**config.mk**
```make
export PLATFORM = sky130hd
export DESIGN_NAME = control_block
export DESIGN_NICKNAME = d
export VERILOG_FILES = /design/src/rtl/rtl_settings_pkg.sv /design/src/rtl/addr_gen_block.sv /design/src/rtl/control_block.sv
export SDC_FILE = /design/constraint.sdc
export NUM_CORES = 1
export LEC_CHECK = 0
export ABC_CLOCK_PERIOD_IN_PS = 3970
export CAP_MARGIN = 20
export CORE_ASPECT_RATIO = 0.7
export CORE_MARGIN = 2
export CORE_UTILIZATION = 35
export CTS_CLUSTER_DIAMETER = 50
export CTS_CLUSTER_SIZE = 16
export DETAILED_ROUTE_END_ITERATION = 8
export PLACE_DENSITY = 0.67
export SLEW_MARGIN = 20
export SYNTH_ARGS = -nofsm -noshare
export SYNTH_HDL_FRONTEND = slang
export SYNTH_SLANG_ARGS = --single-unit
export TNS_END_PERCENT = 30
```
**constraint.sdc**
```tcl
create_clock -name clk_i -period 3.97 [get_ports clk_i]
set_input_delay 0.794 -clock clk_i [delete_from_list [all_inputs] [get_ports clk_i]]
set_output_delay 0.794 -clock clk_i [all_outputs]
set_load 0.1 [all_outputs]
```
**src/rtl/rtl_settings_pkg.sv**
```systemverilog
// rtl_settings_pkg: shared widths, CSR layout and enums for the traffic test sequencer.
package rtl_settings_pkg;

    localparam int ADDR_W      = 16;
    localparam int ADDR_B_W    = 2;
    localparam     ADDR_TYPE   = "BYTE";
    localparam int AMM_BURST_W = 8;
    localparam int BURST_W     = AMM_BURST_W - 1;

    localparam int CSR_TEST_PARAM = 0;
    localparam int CSR_SET_ADDR   = 1;
    localparam int CSR_SET_DATA   = 2;

    localparam int TP_TEST_MODE_LSB = 14;
    localparam int TP_ADDR_MODE_LSB = 10;
    localparam int TP_TRANS_NUM_LSB = 16;

    localparam logic [31:0] LFSR_INIT = 32'hFFFF_FFFF;

    typedef enum logic [1:0] {
        WRITE_ONLY      = 2'd0,
        READ_ONLY       = 2'd1,
        WRITE_AND_CHECK = 2'd2
    } test_mode_t;

    typedef enum logic [1:0] {
        FIX_ADDR = 2'd0,
        RND_ADDR = 2'd1,
        RUN_ADDR = 2'd2
    } addr_mode_t;

    typedef enum logic [1:0] {
        IDLE,
        ISSUE,
        WAIT
    } ctrl_state_t;

    // x^32 + x^22 + x^2 + x + 1, shifting towards the MSB
    function automatic logic [31:0] lfsr_next(input logic [31:0] l);
        return {l[30:0], l[31] ^ l[21] ^ l[1] ^ l[0]};
    endfunction

    function automatic logic [ADDR_W-1:0] addr_step(input logic [BURST_W-1:0] burst);
        logic [ADDR_W-1:0] s;
        s = ADDR_W'(burst) + ADDR_W'(1);
        return (ADDR_TYPE == "BYTE") ? s << ADDR_B_W : s;
    endfunction

endpackage

```
**src/rtl/addr_gen_block.sv**
```systemverilog
// addr_gen_block: produces the address of the current unit; latches mode/step on load,
// moves to the next address on each completed unit.
module addr_gen_block
    import rtl_settings_pkg::*;
(
    input  logic              clk_i,
    input  logic              rst_i,
    input  logic              load_i,
    input  logic              next_stb_i,
    input  addr_mode_t        addr_mode_i,
    input  logic [ADDR_W-1:0] base_i,
    input  logic [ADDR_W-1:0] step_i,
    output logic [ADDR_W-1:0] addr_o
);

    addr_mode_t        mode_q;
    logic [ADDR_W-1:0] step_q;
    logic [31:0]       lfsr;
    logic [31:0]       lfsr_nxt;

    assign lfsr_nxt = lfsr_next(lfsr);

    // LFSR persists across tests; only reset reseeds it
    always_ff @(posedge clk_i or posedge rst_i) begin
        if (rst_i) begin
            mode_q <= FIX_ADDR;
            step_q <= '0;
            lfsr   <= LFSR_INIT;
            addr_o <= '0;
        end else if (load_i) begin
            mode_q <= addr_mode_i;
            step_q <= step_i;
            addr_o <= (addr_mode_i == RND_ADDR) ? lfsr[ADDR_W-1:0] : base_i;
        end else if (next_stb_i) begin
            if (mode_q == RND_ADDR)
                lfsr <= lfsr_nxt;
            addr_o <= (mode_q == RUN_ADDR) ? addr_o + step_q :
                      (mode_q == RND_ADDR) ? lfsr_nxt[ADDR_W-1:0] : addr_o;
        end
    end

endmodule

```
**src/rtl/control_block.sv**
```systemverilog
// control_block: test sequencer that issues the CSR-programmed number of transactions
// over valid/ready, waits for the transmitter to drain, then reports done/error/count.
module control_block
    import rtl_settings_pkg::*;
(
    input  logic                                     clk_i,
    input  logic                                     rst_i,
    input  logic [CSR_SET_DATA:CSR_TEST_PARAM][31:0] test_param_i,
    input  logic                                     start_test_i,
    output logic                                     trans_valid_o,
    output logic [ADDR_W-1:0]                        trans_addr_o,
    output logic                                     trans_type_o,
    input  logic                                     trans_ready_i,
    input  logic                                     trans_busy_i,
    input  logic                                     cmp_error_i,
    output logic                                     test_done_o,
    output logic                                     test_error_o,
    output logic [15:0]                              trans_cnt_o
);

    ctrl_state_t  state;
    ctrl_state_t  state_nxt;
    test_mode_t   mode_q;
    logic [15:0]  num_q;
    test_mode_t   csr_mode;
    addr_mode_t   csr_amode;
    logic [15:0]  csr_num;
    logic [BURST_W-1:0] csr_burst;
    logic         start_acc;
    logic         accept;
    logic         unit_done;
    logic         last;
    logic         unused_csr;

    assign csr_mode  = test_mode_t'(test_param_i[CSR_TEST_PARAM][TP_TEST_MODE_LSB +: 2]);
    assign csr_amode = addr_mode_t'(test_param_i[CSR_TEST_PARAM][TP_ADDR_MODE_LSB +: 2]);
    assign csr_num   = test_param_i[CSR_TEST_PARAM][TP_TRANS_NUM_LSB +: 16];
    assign csr_burst = test_param_i[CSR_TEST_PARAM][BURST_W-1:0];
    assign unused_csr = ^test_param_i;

    assign start_acc = (state == IDLE) && start_test_i;
    assign accept    = trans_valid_o && trans_ready_i;
    // a unit is one write, one read, or a write/read pair ending on the read
    assign unit_done = accept && ((mode_q != WRITE_AND_CHECK) || trans_type_o);
    assign last      = unit_done && (trans_cnt_o + 16'd1 == num_q);

    addr_gen_block u_addr_gen (
        .clk_i       (clk_i),
        .rst_i       (rst_i),
        .load_i      (start_acc),
        .next_stb_i  (unit_done),
        .addr_mode_i (csr_amode),
        .base_i      (test_param_i[CSR_SET_ADDR][ADDR_W-1:0]),
        .step_i      (addr_step(csr_burst)),
        .addr_o      (trans_addr_o)
    );

    always_comb begin
        state_nxt   = state;
        test_done_o = 1'b0;
        case (state)
            IDLE:    if (start_test_i) state_nxt = (csr_num == 16'd0) ? WAIT : ISSUE;
            ISSUE:   if (last || cmp_error_i) state_nxt = WAIT;
            WAIT: begin
                if (!trans_busy_i) begin
                    state_nxt   = IDLE;
                    test_done_o = 1'b1;
                end
            end
            default: state_nxt = IDLE;
        endcase
    end

    always_ff @(posedge clk_i or posedge rst_i) begin
        if (rst_i) begin
            state         <= IDLE;
            mode_q        <= WRITE_ONLY;
            num_q         <= '0;
            trans_valid_o <= 1'b0;
            trans_type_o  <= 1'b0;
            trans_cnt_o   <= '0;
            test_error_o  <= 1'b0;
        end else begin
            state         <= state_nxt;
            test_error_o  <= (start_acc ? 1'b0 : test_error_o) | cmp_error_i;
            // drops for one cycle after each acceptance, and on leaving ISSUE
            trans_valid_o <= (state_nxt == ISSUE) && !accept;
            if (start_acc) begin
                mode_q       <= csr_mode;
                num_q        <= csr_num;
                trans_cnt_o  <= '0;
                trans_type_o <= (csr_mode == READ_ONLY);
            end
            if (unit_done)
                trans_cnt_o <= trans_cnt_o + 16'd1;
            if (accept)
                trans_type_o <= (mode_q == WRITE_AND_CHECK) ? !trans_type_o : (mode_q == READ_ONLY);
        end
    end

endmodule
```
# After elaboration in Yosys (flattened, before gate mapping)
# Cells that the tools add are included.
totals:
  regBits: 103
  inputBits: 102
  out_inout_bits: 36
  wordCells: 64
classes:
  n_addsub: 3
  n_eq_ne: 11
  mux: 18
  bitwise: 5
  reduce_logical: 16
ops:
  columns: ["cell", "count"]
  rows:
  - ["$mux W16", 7]
  - ["$add A16 B1 Y16 const B", 1]
  - ["$add A16 B16 Y16", 1]
  - ["$eq A16 B16 Y1", 1]
  - ["$logic_not A16 Y1", 1]
  - ["$eq A2 B1 Y1 const B", 6]
  - ["$add A7 B1 Y8 const B", 1]
  - ["$mux W2", 4]
  - ["$eq A2 B2 Y1 const B", 3]
  - ["$mux W1", 6]
  - ["$pmux W2 S3", 1]
  - ["$logic_and A1 B1 Y1", 5]
  - ["$reduce_bool A2 Y1", 2]
  - ["$reduce_and A3 Y1", 1]
  - ["$reduce_bool A3 Y1", 1]
  - ["$xor A1 B1 Y1", 3]
  - ["$logic_not A1 Y1", 2]
  - ["$logic_not A2 Y1", 1]
  - ["$logic_or A1 B1 Y1", 2]
  - ["$ne A2 B2 Y1 const B", 1]
  - ["$reduce_and A2 Y1", 1]
  - ["$not A1 Y1", 1]
  - ["$or A1 B1 Y1", 1]

# Longest topological paths before layout
depth:
  depth_word: 9
  ltp_mapped: 9
  ltp_nobuf: 9

# Modules after synthesis
# A second synthesis with hierarchy kept.
hier_totals:
  cells_unflattened: 678
  area_unflattened_um2: 6339.8
modules_own_cells:
  columns: ["mod", "instances", "cells_per_inst", "area_each_um2", "seq_area_each_um2"]
  rows:
  - ["addr_gen_block", 1, 378, 3847.4, 1691.6]
  - ["control_block", 1, 300, 2492.4, 975.9]

# Worst setup path before layout
# No wires, ideal clock.
synth_path:
  path_type: "input to output"
  from: "in trans_busy_i"
  to: "out test_done_o"
  arrival_ps: 2982
  required_time_ps: 3176
  setup_slack_ps: 194
  cell_stages: 1
  path_buffers: 0
  cell_sequence: "nor3b_1"
synth_between:
  elab_chain_cells: 2
synth_lines:
  columns: ["element", "line_no", "text"]
  rows:
  - ["start, declared", "control_block.sv:14", "input logic trans_busy_i,"]
  - ["$mux W1", "control_block.sv:65", "if (!trans_busy_i) begin"]
  - ["$mux W1", "control_block.sv:61", "case (state)"]
  - ["end, declared", "control_block.sv:16", "output logic test_done_o,"]
# Every way passes these cells.

# Worst setup path after layout
layout_path:
  from: "reg trans_cnt_o[4]"
  to: "out trans_cnt_o[4]"
layout_rtl:
  columns: ["element", "line_no", "text"]
  rows:
  - ["start, declared", "control_block.sv:18", "output logic [15:0] trans_cnt_o"]
  - ["start signal, assigned", "control_block.sv:95", "trans_cnt_o <= trans_cnt_o + 16'd1;"]
# No word-level cell between the ends.

==> summary.txt <==
Run status
  • Status: finished, final reports clean

Routing
  • Drc violations: 0
  • Total wire length: 15.1 mm
  • Vias: 4816
  • First-pass DRT Iterations: 7
  • Antenna Nets Post-Route: 0
  • Avg WL per Cell: 17.3 um
  • Violation count after the first detailed-routing iteration: 372
  • Vias per cell: 5.54

CTS
  • CTS root buffer: clkbuf_16
  • CTS tree: done
  • CTS buffer count: 9
  • Clock Path Buffers: 2
  • H-tree depth: 3
  • CTS sink count: 97
  • Hold Buf Count CTS: 0
  • Setup Buffers After CTS: 0
  • Worst-Skew Late Latency: 340 ps
  • CTS-repair resized insts: 0
  • Clk slew on worst S/H paths: 60 ps

Timing
  • Final Hold Viols: 0
  • Setup-failing EPs final: 0
  • Slew Limit Fails: 0
  • Fmax: 340 MHz
  • Worst slew pin tran: 1020 ps
  • Setup Skew: 10.5 ps
  • Setup TNS: 0 ps
  • Period minus WS final: 2940 ps
  • Hold Slack: 493 ps
  • Period utilisation layout: 74.1%
  • Unrepaired setup endpoints after global routing: false
  • Relative slew slack: 32.0%

Critical path
  • CP required: 3180 ps
  • Setup crit end kind: primary output
  • Critical Path Start: trans_cnt_o[4]
  • Worst path slowest cell: clkdlybuf4s50_1
  • Classification of the worst setup path: reg -> out
  • Worst path cell trace: clkdlybuf4s50_1
  • Buf+Inv Stages, Crit Path: 1
  • Crit-path max FO: 12
  • Worst EP arrival: 2150 ps
  • Worst R2R Start: trans_cnt_o[0]
  • Startpoint Class: flop
  • Cell family with most CP delay: buffers and inverters
  • Critical path's largest stage delay: 1230 ps

Finish
  • Area of the multi-input gates: 0.00291 sq mm
  • Final Util: 44.2%
  • # fillers: 1455
  • Number of nets in the layout: 777
  • N_diodes: 0
  • P&R area growth vs syn: 22.9%
  • Reg area: 0.00247 sq mm
  • Share of layout cells above drive strength 1: 15.1%

Floorplanning
  • DIE AREA: 0.0170 sq mm
  • Die height: 110 um
  • Initial Util: 35.9%
  • Core Region: 0.0155 sq mm
  • Die Wd: 155 um
  • # IOs: 138
  • FP Rows: 38

Synth
  • Largest area contributor in the netlist: dfrtp_1
  • Synth top area share: 29.1%
  • Post-synth EDFFs: 0
  • Syn_area_per_cell: 9.42 sq um
  • Ys Warns: 0
  • FF+latch count, synth: 97
  • Cell variety after synth: 65
  • Mapped Area: 0.00559 sq mm
  • Synth top area cells: dfrtp_1 29%, dfstp_2 15%, nand2_1 6.9%
  • Post-synth ARST share: 100%
  • Register area share after synthesis: 44.2%
  • Syn Inst Count: 593
  • Post-Syn Nets: 706
  • Main synth FF type: dfrtp_1

Global route
  • Total GRT Usage: 17.4%
  • First-pass GRT wire length: 23.5 mm
  • GR Overflow Total: 0
  • Initial antenna violation count: 0
  • Vias in the first global route: 4546
  • Largest net degree at the start of global routing: 65

Placement
  • HPWL after DPL: 10.8 mm
  • Buffers on Ports: 84
  • Gp weighted congestion: 0.828

Min path
  • Hold Crit Class: reg -> reg
  • Hold_sp: test_error_o

Power and ir drop
  • Pwr dens: 697 mW/mm^2
  • Leakage: 2.87 nW
  • Peak supply drop: 360 uV

Job
  • # Max-Cap Violations: 0
[synth_stat cells (all sizes together), types with 3 or more instances]
library cell and n:
o21ai 51, nor3 7, dfrtp 65, xor2 12
o41ai 3, and4 3, ha 10, o31ai 13
nor2 27, nor3b 5, nand2 104, mux2i 14
dfstp 32, a21o 3, clkbuf 20, and2 5
xnor2 19, nand2b 6, nor4 9, a31oi 12
nand3 27, buf 14, and3 7, o21a 3
mux2 34, nand4 9, a21oi 17, nor2b 5
inv 11, o211ai 12
[flip-flops by register name, indices dropped and copies added (netlist names)]
signal / count
u_addr_gen.lfsr: 32
num_q: 16
trans_cnt_o: 16
u_addr_gen.addr_o: 16
u_addr_gen.step_q: 8
mode_q: 2
state: 2
u_addr_gen.mode_q: 2
test_error_o: 1
trans_type_o: 1
trans_valid_o: 1
[cells by family (layout without fill, tap and decap cells)]
family	count (synthesis)	in the layout	synth area share [%]
and+or+nand+nor	227	227	19.8
AOI/OAI and AO/OA	134	134	15.3
DFF	97	97	44.2
muxes	48	48	9.36
buffers and inverters	45	121	3.96
xor gates and xnor gates	31	31	4.86
adders and majority gates	11	11	2.60
[power by group]
| group | total (W) | leakage (nW) | switching (W) | internal, W |
|---|---|---|---|---|
| logic | 0.00243 | 1.57 | 0.00166 | 0.000770 |
| clock network | 0.000821 | 0.135 | 0.000381 | 0.000440 |
| registers | 0.00154 | 1.16 | 0.000270 | 0.00127 |
[metrics by stage]
stage	total power, W	instances	setup slack (ps)	area, sq um
after CTS	0.00478	869	1030	6870
after detailed placement	0.00395	853	687	6600
after global routing	0.00505	869	934	6870
final	0.00479	869	1030	6870
after floorplan	0.00329	593	194	5590
after global placement	0.00387	853	725	6600
[placed cells by master (no fill, tap or decap), drive strengths merged, types with 5 or more instances in the layout]
master	n
nand3	27
buf	11
a31oi	12
xnor2	19
o211ai	12
nand2b	6
o31ai	13
inv	10
dfstp	32
o21ai	51
nor3b	5
nor3	7
nand4	9
clkdlybuf4s50	83
nand2	104
a21oi	17
ha	10
clkinv	5
nor4	9
dfrtp	65
nor2	27
xor2	12
mux2i	14
and2	5
nor2b	5
clkbuf	11
mux2	34
and3	7
[worst paths after layout]
path | to | slack (ps) | cells after the start
max in group asynchronous | u_addr_gen.lfsr[0] | 2210 | 3
min in group asynchronous | num_q[6] | 950 | 2
worst min register to register | test_error_o | 490 | 1
worst min-delay path | test_error_o | 490 | 1
worst max-delay path | trans_cnt_o[4] | 1030 | 1
worst max register to register | state[0] | 1090 | 7
[final cells by class]
| class | count | share of cell area, % |
|---|---|---|
| multi-input combinational | 451 | 42.3 |
| clock inverter | 5 | 0.455 |
| inverter | 11 | 0.619 |
| sequential | 97 | 35.9 |
| timing repair buffer | 94 | 13.5 |
| tap | 200 | 3.64 |
| clock buffer | 11 | 3.53 |
[layer usage]
metal | GRT usage [%] | up-vias | wire length [um]
li1 | - | 2277 | -
met1 | 24.3 | 2377 | 7350
met2 | 27.9 | 156 | 6890
met3 | 3.98 | 6 | 745
met4 | 3.51 | 0 | 77
met5 | 0 | - | 0
No activity file was read; power rests on OpenSTA's default activity.
